**src/rtl/flit_receiver.sv**
```systemverilog
// flit_receiver: destination endpoint for a burst frame arriving over the router mesh.
//   Latency: payload byte readable (rd_valid) one cycle after its flit is sampled;
//            transfer_done / transfer_error assert the cycle after the final flit / timeout.
//   Backpressure: none toward the router; a full FIFO drops the byte and sets sticky overflow.
//
// Ports:
//   clock, reset          - rising-edge clock, asynchronous active-low reset
//   data_from_router      - flit in: [DATA_W] = flit valid, [DATA_W-1:0] = byte
//   rx_busy, rx_len       - frame in progress, length from most recent header
//   transfer_done/_error  - one-cycle completion / abort pulses
//   rd_data/rd_valid/rd_ready - registered FIFO head with valid/ready pop
//   overflow, clear_overflow  - sticky drop flag and its synchronous clear
//
// Build option: define RX_CHECKSUM_EN to expect an XOR trailer flit after the payload
// (also after a zero-length header). Without it the frame ends on its last payload flit.

module flit_receiver #(
  parameter int DATA_W         = 8,
  parameter int FIFO_DEPTH     = 16,
  parameter int TIMEOUT_CYCLES = 64
) (
  input  logic              clock,
  input  logic              reset,
  input  logic [DATA_W:0]   data_from_router,
  output logic              rx_busy,
  output logic [7:0]        rx_len,
  output logic              transfer_done,
  output logic              transfer_error,
  output logic [DATA_W-1:0] rd_data,
  output logic              rd_valid,
  input  logic              rd_ready,
  output logic              overflow,
  input  logic              clear_overflow
);

  localparam int AW = $clog2(FIFO_DEPTH);
  // Sized to hold TIMEOUT_CYCLES itself, so the gap count never wraps before firing.
  localparam int TW = $clog2(TIMEOUT_CYCLES + 1);
  localparam logic [TW-1:0] GAP_LAST = TW'(TIMEOUT_CYCLES - 1);

`ifdef RX_CHECKSUM_EN
  typedef enum logic [2:0] {
    S_IDLE    = 3'd0,
    S_PAYLOAD = 3'd1,
    S_CHECK   = 3'd2,
    S_DONE    = 3'd3,
    S_ERR     = 3'd4
  } state_t;
`else
  typedef enum logic [2:0] {
    S_IDLE    = 3'd0,
    S_PAYLOAD = 3'd1,
    S_DONE    = 3'd3,
    S_ERR     = 3'd4
  } state_t;
`endif

  // ---------------------------------------------------------------------------
  // Flit decode
  // ---------------------------------------------------------------------------
  logic              flit_vld;
  logic [DATA_W-1:0] flit_dat;
  logic [7:0]        hdr_len;

  assign flit_vld = data_from_router[DATA_W];
  assign flit_dat = data_from_router[DATA_W-1:0];
  assign hdr_len  = 8'(flit_dat);

  // ---------------------------------------------------------------------------
  // Frame FSM
  // ---------------------------------------------------------------------------
  state_t            state_q;
  logic [7:0]        rx_len_q;
  logic [7:0]        remaining_q;
  logic [TW-1:0]     gap_q;
  logic              done_q;
  logic              err_q;
`ifdef RX_CHECKSUM_EN
  logic [DATA_W-1:0] xor_q;
`endif

  always_ff @(posedge clock or negedge reset) begin
    if (!reset) begin
      state_q     <= S_IDLE;
      rx_len_q    <= '0;
      remaining_q <= '0;
      gap_q       <= '0;
      done_q      <= 1'b0;
      err_q       <= 1'b0;
`ifdef RX_CHECKSUM_EN
      xor_q       <= '0;
`endif
    end else begin
      // Pulses are raised only on the transition edge, so each lasts one cycle.
      done_q <= 1'b0;
      err_q  <= 1'b0;
      case (state_q)
        S_IDLE: begin
          if (flit_vld) begin
            rx_len_q    <= hdr_len;
            remaining_q <= hdr_len;
            gap_q       <= '0;
`ifdef RX_CHECKSUM_EN
            xor_q       <= '0;
            // Even an empty frame carries a trailer (expected value 0).
            state_q     <= (hdr_len == 8'd0) ? S_CHECK : S_PAYLOAD;
`else
            // Empty frame: report completion without ever leaving IDLE.
            if (hdr_len == 8'd0) begin
              done_q <= 1'b1;
            end else begin
              state_q <= S_PAYLOAD;
            end
`endif
          end
        end

        S_PAYLOAD: begin
          if (flit_vld) begin
            gap_q       <= '0;
            // Dropped bytes still count toward the frame length.
            remaining_q <= remaining_q - 8'd1;
`ifdef RX_CHECKSUM_EN
            xor_q       <= xor_q ^ flit_dat;
            if (remaining_q == 8'd1) begin
              state_q <= S_CHECK;
            end
`else
            if (remaining_q == 8'd1) begin
              state_q <= S_DONE;
              done_q  <= 1'b1;
            end
`endif
          end else if (gap_q == GAP_LAST) begin
            state_q <= S_ERR;
            err_q   <= 1'b1;
          end else begin
            gap_q <= gap_q + 1'b1;
          end
        end

`ifdef RX_CHECKSUM_EN
        S_CHECK: begin
          if (flit_vld) begin
            gap_q <= '0;
            if (flit_dat == xor_q) begin
              state_q <= S_DONE;
              done_q  <= 1'b1;
            end else begin
              state_q <= S_ERR;
              err_q   <= 1'b1;
            end
          end else if (gap_q == GAP_LAST) begin
            state_q <= S_ERR;
            err_q   <= 1'b1;
          end else begin
            gap_q <= gap_q + 1'b1;
          end
        end
`endif

        // A flit arriving in DONE/ERR is not expected by protocol and is ignored.
        S_DONE:  state_q <= S_IDLE;
        S_ERR:   state_q <= S_IDLE;
        default: state_q <= S_IDLE;
      endcase
    end
  end

  // ---------------------------------------------------------------------------
  // Payload FIFO: extra pointer bit distinguishes full from empty.
  // ---------------------------------------------------------------------------
  logic [DATA_W-1:0] mem_q [FIFO_DEPTH];
  logic [AW:0]       wr_ptr_q, wr_ptr_d;
  logic [AW:0]       rd_ptr_q, rd_ptr_d;
  logic [DATA_W-1:0] rd_data_q, rd_data_d;
  logic              overflow_q, overflow_d;
  logic              fifo_empty, fifo_full;
  logic              push_req, push_ok, pop, drop;

  assign fifo_empty = (wr_ptr_q == rd_ptr_q);
  assign fifo_full  = (wr_ptr_q[AW] != rd_ptr_q[AW]) &&
                      (wr_ptr_q[AW-1:0] == rd_ptr_q[AW-1:0]);

  assign pop      = !fifo_empty && rd_ready;
  assign push_req = (state_q == S_PAYLOAD) && flit_vld;
  // A pop in the same cycle frees the slot, so a push into a full FIFO still lands.
  assign push_ok  = push_req && (!fifo_full || pop);
  assign drop     = push_req && fifo_full && !pop;

  always_comb begin
    wr_ptr_d   = wr_ptr_q + (AW+1)'(push_ok);
    rd_ptr_d   = rd_ptr_q + (AW+1)'(pop);
    rd_data_d  = rd_data_q;
    overflow_d = overflow_q;
    // rd_data is a registered copy of the head; refresh it only when a head exists.
    if (wr_ptr_d != rd_ptr_d) begin
      if (rd_ptr_d == wr_ptr_q) begin
        // Queue was (or just became) empty: the new head is the byte written now.
        rd_data_d = flit_dat;
      end else begin
        rd_data_d = mem_q[rd_ptr_d[AW-1:0]];
      end
    end
    // Set wins over clear when both happen in one cycle.
    if (drop) begin
      overflow_d = 1'b1;
    end else if (clear_overflow) begin
      overflow_d = 1'b0;
    end
  end

  always_ff @(posedge clock or negedge reset) begin
    if (!reset) begin
      wr_ptr_q   <= '0;
      rd_ptr_q   <= '0;
      rd_data_q  <= '0;
      overflow_q <= 1'b0;
    end else begin
      wr_ptr_q   <= wr_ptr_d;
      rd_ptr_q   <= rd_ptr_d;
      rd_data_q  <= rd_data_d;
      overflow_q <= overflow_d;
    end
  end

  // Storage needs no reset: entries are only read between the pointers.
  always_ff @(posedge clock) begin
    if (push_ok) begin
      mem_q[wr_ptr_q[AW-1:0]] <= flit_dat;
    end
  end

  // ---------------------------------------------------------------------------
  // Outputs
  // ---------------------------------------------------------------------------
  assign rx_busy        = (state_q != S_IDLE);
  assign rx_len         = rx_len_q;
  assign transfer_done  = done_q;
  assign transfer_error = err_q;
  assign rd_data        = rd_data_q;
  assign rd_valid       = !fifo_empty;
  assign overflow       = overflow_q;

endmodule

```
**config.mk**
```make
export PLATFORM = sky130hd
export DESIGN_NAME = flit_receiver
export DESIGN_NICKNAME = d
export VERILOG_FILES = /design/src/rtl/flit_receiver.sv
export SDC_FILE = /design/constraint.sdc
export NUM_CORES = 1
export LEC_CHECK = 0
export BUFFER_PORTS_ARGS = -buffer_cell sky130_fd_sc_hd__buf_2
export CORE_MARGIN = 2
export CORE_UTILIZATION = 55
export CTS_CLUSTER_DIAMETER = 60
export DETAILED_ROUTE_END_ITERATION = 7
export PLACE_DENSITY = 0.86
export REMOVE_ABC_BUFFERS = 1
export SLEW_MARGIN = 0
export SYNTH_ARGS = -nofsm -noshare
export SYNTH_HDL_FRONTEND = slang
export SYNTH_SLANG_ARGS = --single-unit
```
**constraint.sdc**
```tcl
create_clock -name clock -period 3 [get_ports clock]
set_input_delay 0.15 -clock clock [delete_from_list [all_inputs] [get_ports clock]]
set_output_delay 0.15 -clock clock [all_outputs]
set_load 0.03 [all_outputs]
```
==> flow_summary.toml <==
[timing]
worst_slack_ns = -0.104
skew_ns = 0.00781
fin_crit_ns = 3.10
slew_viol_final = 0
final-setup-viol-count = 7
worst_pin_slew_ns = 1.08
final-hold-violation-count = 0
fmax_ghz = 0.322
slew_headroom_pct = 28.1
finalCritPeriodShare_pct = 103
rsz0062_at_grt = "yes"

[synth]
synth_xor_area_share_pct = 3.94
synth-compound-area-share_pct = 4.49
yosys_most_used_dff = "edfxtp_1"
synth_top_family_by_area = "multiplexers"
synthMuxAreaShare_pct = 15.1
yosys.area_share.simple_pct = 6.65
avgSynthCellArea_um2 = 16.8
synth_area_um2 = 7500
async_flop_share_pct = 26.9
synthAdderAreaFrac_pct = 1.17
syn_inst = 446
ys_ff_latch = 175
synth_edf_count = 128
seq_area_frac_synth_pct = 66.9
ys_types = 51
ys_warn_count = 0

[hold_path]
hold_class = "input pin to flip-flop"

[global_routing]
antenna_found_initial = 0
grt_pass1_wl_um = 26900
grt_pass1_vias = 4753
grt_overflow = 0
track_usage_pct = 25.5
grt_max_degree = 48

[final_layout]
fin_cells = 736
fin_util_pct = 68.9
final_nets = 567
area_growth_pct = 22.0
drive_gt1_share_pct = 36.6
antenna_cells = 0

[place]
dp_cells = 678
placement.io_buffers = 33
dp_hpwl_um = 10200
place_congestion = 0.872
dp_slack_ns = -0.103

[detailed_routing]
avgViaCountPerCell = 6.25
drtIter0Drc = 410
firstDrtPassIters = 5
vias = 4600
antenna_left = 0
post_drt_wl_per_cell_um = 23.7
drc = 0
wirelength_um = 17400

[setup_path]
crit_start = "wr_ptr_q[2]"
slowest_stage = "dfrtp_1"
r2r_cells = 14
cp-start-kind = "flip-flop"
path_cells = "xor2_1, nor4_2, nand2_1, and2_4, ha_4, ha_4, buf_12, buf_16, xor2_1, nor2_1, nand4_2, buf_12, mux2i_1, a21oi_2"
required_ns = 3.30
crit_type = "flip-flop to flip-flop"
cp-endpoint = "rd_data[1]"
worst_setup_path_end_kind = "flip-flop"
timing.rr.start = "wr_ptr_q[2]"
cpPeakStageDelay_ns = 0.43
ff2ff_setup_slack_ns = -0.10
timing.rr.end = "rd_data[1]"
arrival_ns = 3.40
path_max_fanout = 16

[clocking]
cts_made_buffers = 17
clk_pin_slew_worst_paths_ns = 0.06
cts_root_buf = "clkbuf_16"
h-tree-depth = 4
clk_path_buf_depth = 2
cts_sinks = 175
clk_latency_ns = 0.44
cts_tree = "built"

[floorplan]
coreArea_um2 = 13300
ios = 34
die_width_um = 121
die_y_um = 121
die-area_um2 = 14600
initial_core_util_pct = 56.4
row_count = 42

[outcome]
violations = "negative setup slack"
run_status = "complete, but fails checks"

[power_and_ir_drop]
irDropWorstVdd_mv = 0.657
power.leakage_nw = 3.43
power.density_nw_per_um2 = 1250
finalPower_mw = 11.4

[flow_run]
maxCapViolCount = 0
==> through the flow <==
stage	TNS [ns]	hold WS, ns	area (um2)
global route	-1.31	0.0817	9160
global placement	-0.145	0.348	8180
finish	-0.275	0.0713	9160
detailed placement	-0.416	0.357	8180
floorplan	-9.11	-0.146	7400
CTS	-0.0523	0.0430	9070
==> layer usage <==
layer / routed length [um] / share of wire (%) / GRT usage (%) / vias to the layer above
met1: 6580 / 38 / 30.8 / 2335
met4: 537 / 3.1 / 10.6 / 0
li1: - / - / - / 1955
met2: 9080 / 52 / 43.9 / 260
met5: 0 / 0 / 0 / -
met3: 1230 / 7.1 / 6.32 / 50
==> area by class of cell <==
| class | count | area [um2] |
|---|---|---|
| fill | 784 | 4140 |
| inverter | 8 | 32.5 |
| clock inverter | 10 | 111 |
| clock buffer | 22 | 474 |
| tap | 176 | 220 |
| timing repair buffer | 102 | 846 |
| multi-input combinational | 243 | 2450 |
| sequential | 175 | 5020 |
==> flip-flops by register name, indices dropped and copies added, names as in the netlist <==
| signal | flops |
|---|---|
| remaining_q | 8 |
| gap_q | 7 |
| overflow | 1 |
| mem_q | 128 |
| wr_ptr_q | 5 |
| state_q | 3 |
| transfer_done | 1 |
| rd_data | 8 |
| rx_len | 8 |
| transfer_error | 1 |
| rd_ptr_q | 5 |
==> worst max-delay path: cells and delay by family (launching register included) <==
kind | cells | cell delay, ns
XOR/XNOR | 2 | 0.33
adder cells (fa/ha/maj) | 2 | 0.43
AND/OR/NAND/NOR | 5 | 0.96
multiplexers | 1 | 0.25
flip-flops | 1 | 0.43
AO/OA/AOI/OAI | 1 | 0.09
buffers and inverters | 3 | 0.47
==> repair_timing <==
item | in CTS | in global routing
pin swaps | 7 | 10
buffers inserted | 16 | 7
resized for setup | 16 | 13
hold endpoints to repair | 48 | 0
endpoints found under the setup margin | 8 | 8
gates cloned | 2 | 0
hold buffers | 2 | 0
==> worst min-delay path by stage <==
stage                             start        endpoint  slack (ns)  cells after the start
finish              data_from_router[8]      state_q[2]        0.07                      2
detailed placement       clear_overflow        overflow        0.36                      2
floorplan                         reset        gap_q[0]       -0.15                      0
CTS                 data_from_router[8]      state_q[2]        0.04                      2
global placement         clear_overflow        overflow        0.35                      2
global route        data_from_router[8]  transfer_error        0.08                      2
==> logic make-up after synthesis <==
kind of cell	count (synthesis)
buffers and inverters	28
adder cells (fa/ha/maj)	7
XOR/XNOR	22
flip-flops	175
AO/OA/AOI/OAI	51
multiplexers	72
AND/OR/NAND/NOR	91
==> power breakdown <==
group	switching [mW]	internal, mW	total [mW]
clock	0.897	1.29	2.18
sequential	0.267	3.07	3.34
combinational	2.98	2.92	5.91
==> placed cells by master (no fill, tap or decap), types with 4 or more instances in the layout <==
master	Yosys	final
ha_1	7	5
o21a_1	4	4
mux4_2	32	32
edfxtp_1	128	128
xnor2_1	6	4
o21ai_0	13	13
clkbuf_16	0	17
nand3_1	11	10
nor2_1	18	18
mux2i_1	32	25
buf_2	9	33
dfrtp_1	47	47
xor2_2	3	5
buf_12	0	8
nor4_1	17	16
mux2i_2	0	6
xor2_1	8	6
a21oi_1	8	8
mux2_2	6	6
buf_4	2	50
inv_1	6	6
nand2_1	15	15
o22ai_1	5	5
a21oi_2	8	8
buf_6	1	6
nor3_1	8	8
==> cell usage after synthesis, types with 7 or more instances <==
cell type / count / share of area, %
xor2_1: 8 / 0.93
buf_2: 9 / 0.60
clkbuf_1: 8 / 0.40
edfxtp_1: 128 / 51
dfrtp_1: 47 / 16
nor4_1: 17 / 1.4
nand3_1: 11 / 0.73
nor3_1: 8 / 0.53
mux2i_1: 32 / 4.3
nand2_1: 15 / 0.75
o21ai_0: 13 / 0.87
a21oi_2: 8 / 0.93
mux4_2: 32 / 9.6
ha_1: 7 / 1.2
nor2_1: 18 / 0.90
a21oi_1: 8 / 0.53
No activity file was read; power rests on OpenSTA's default activity.
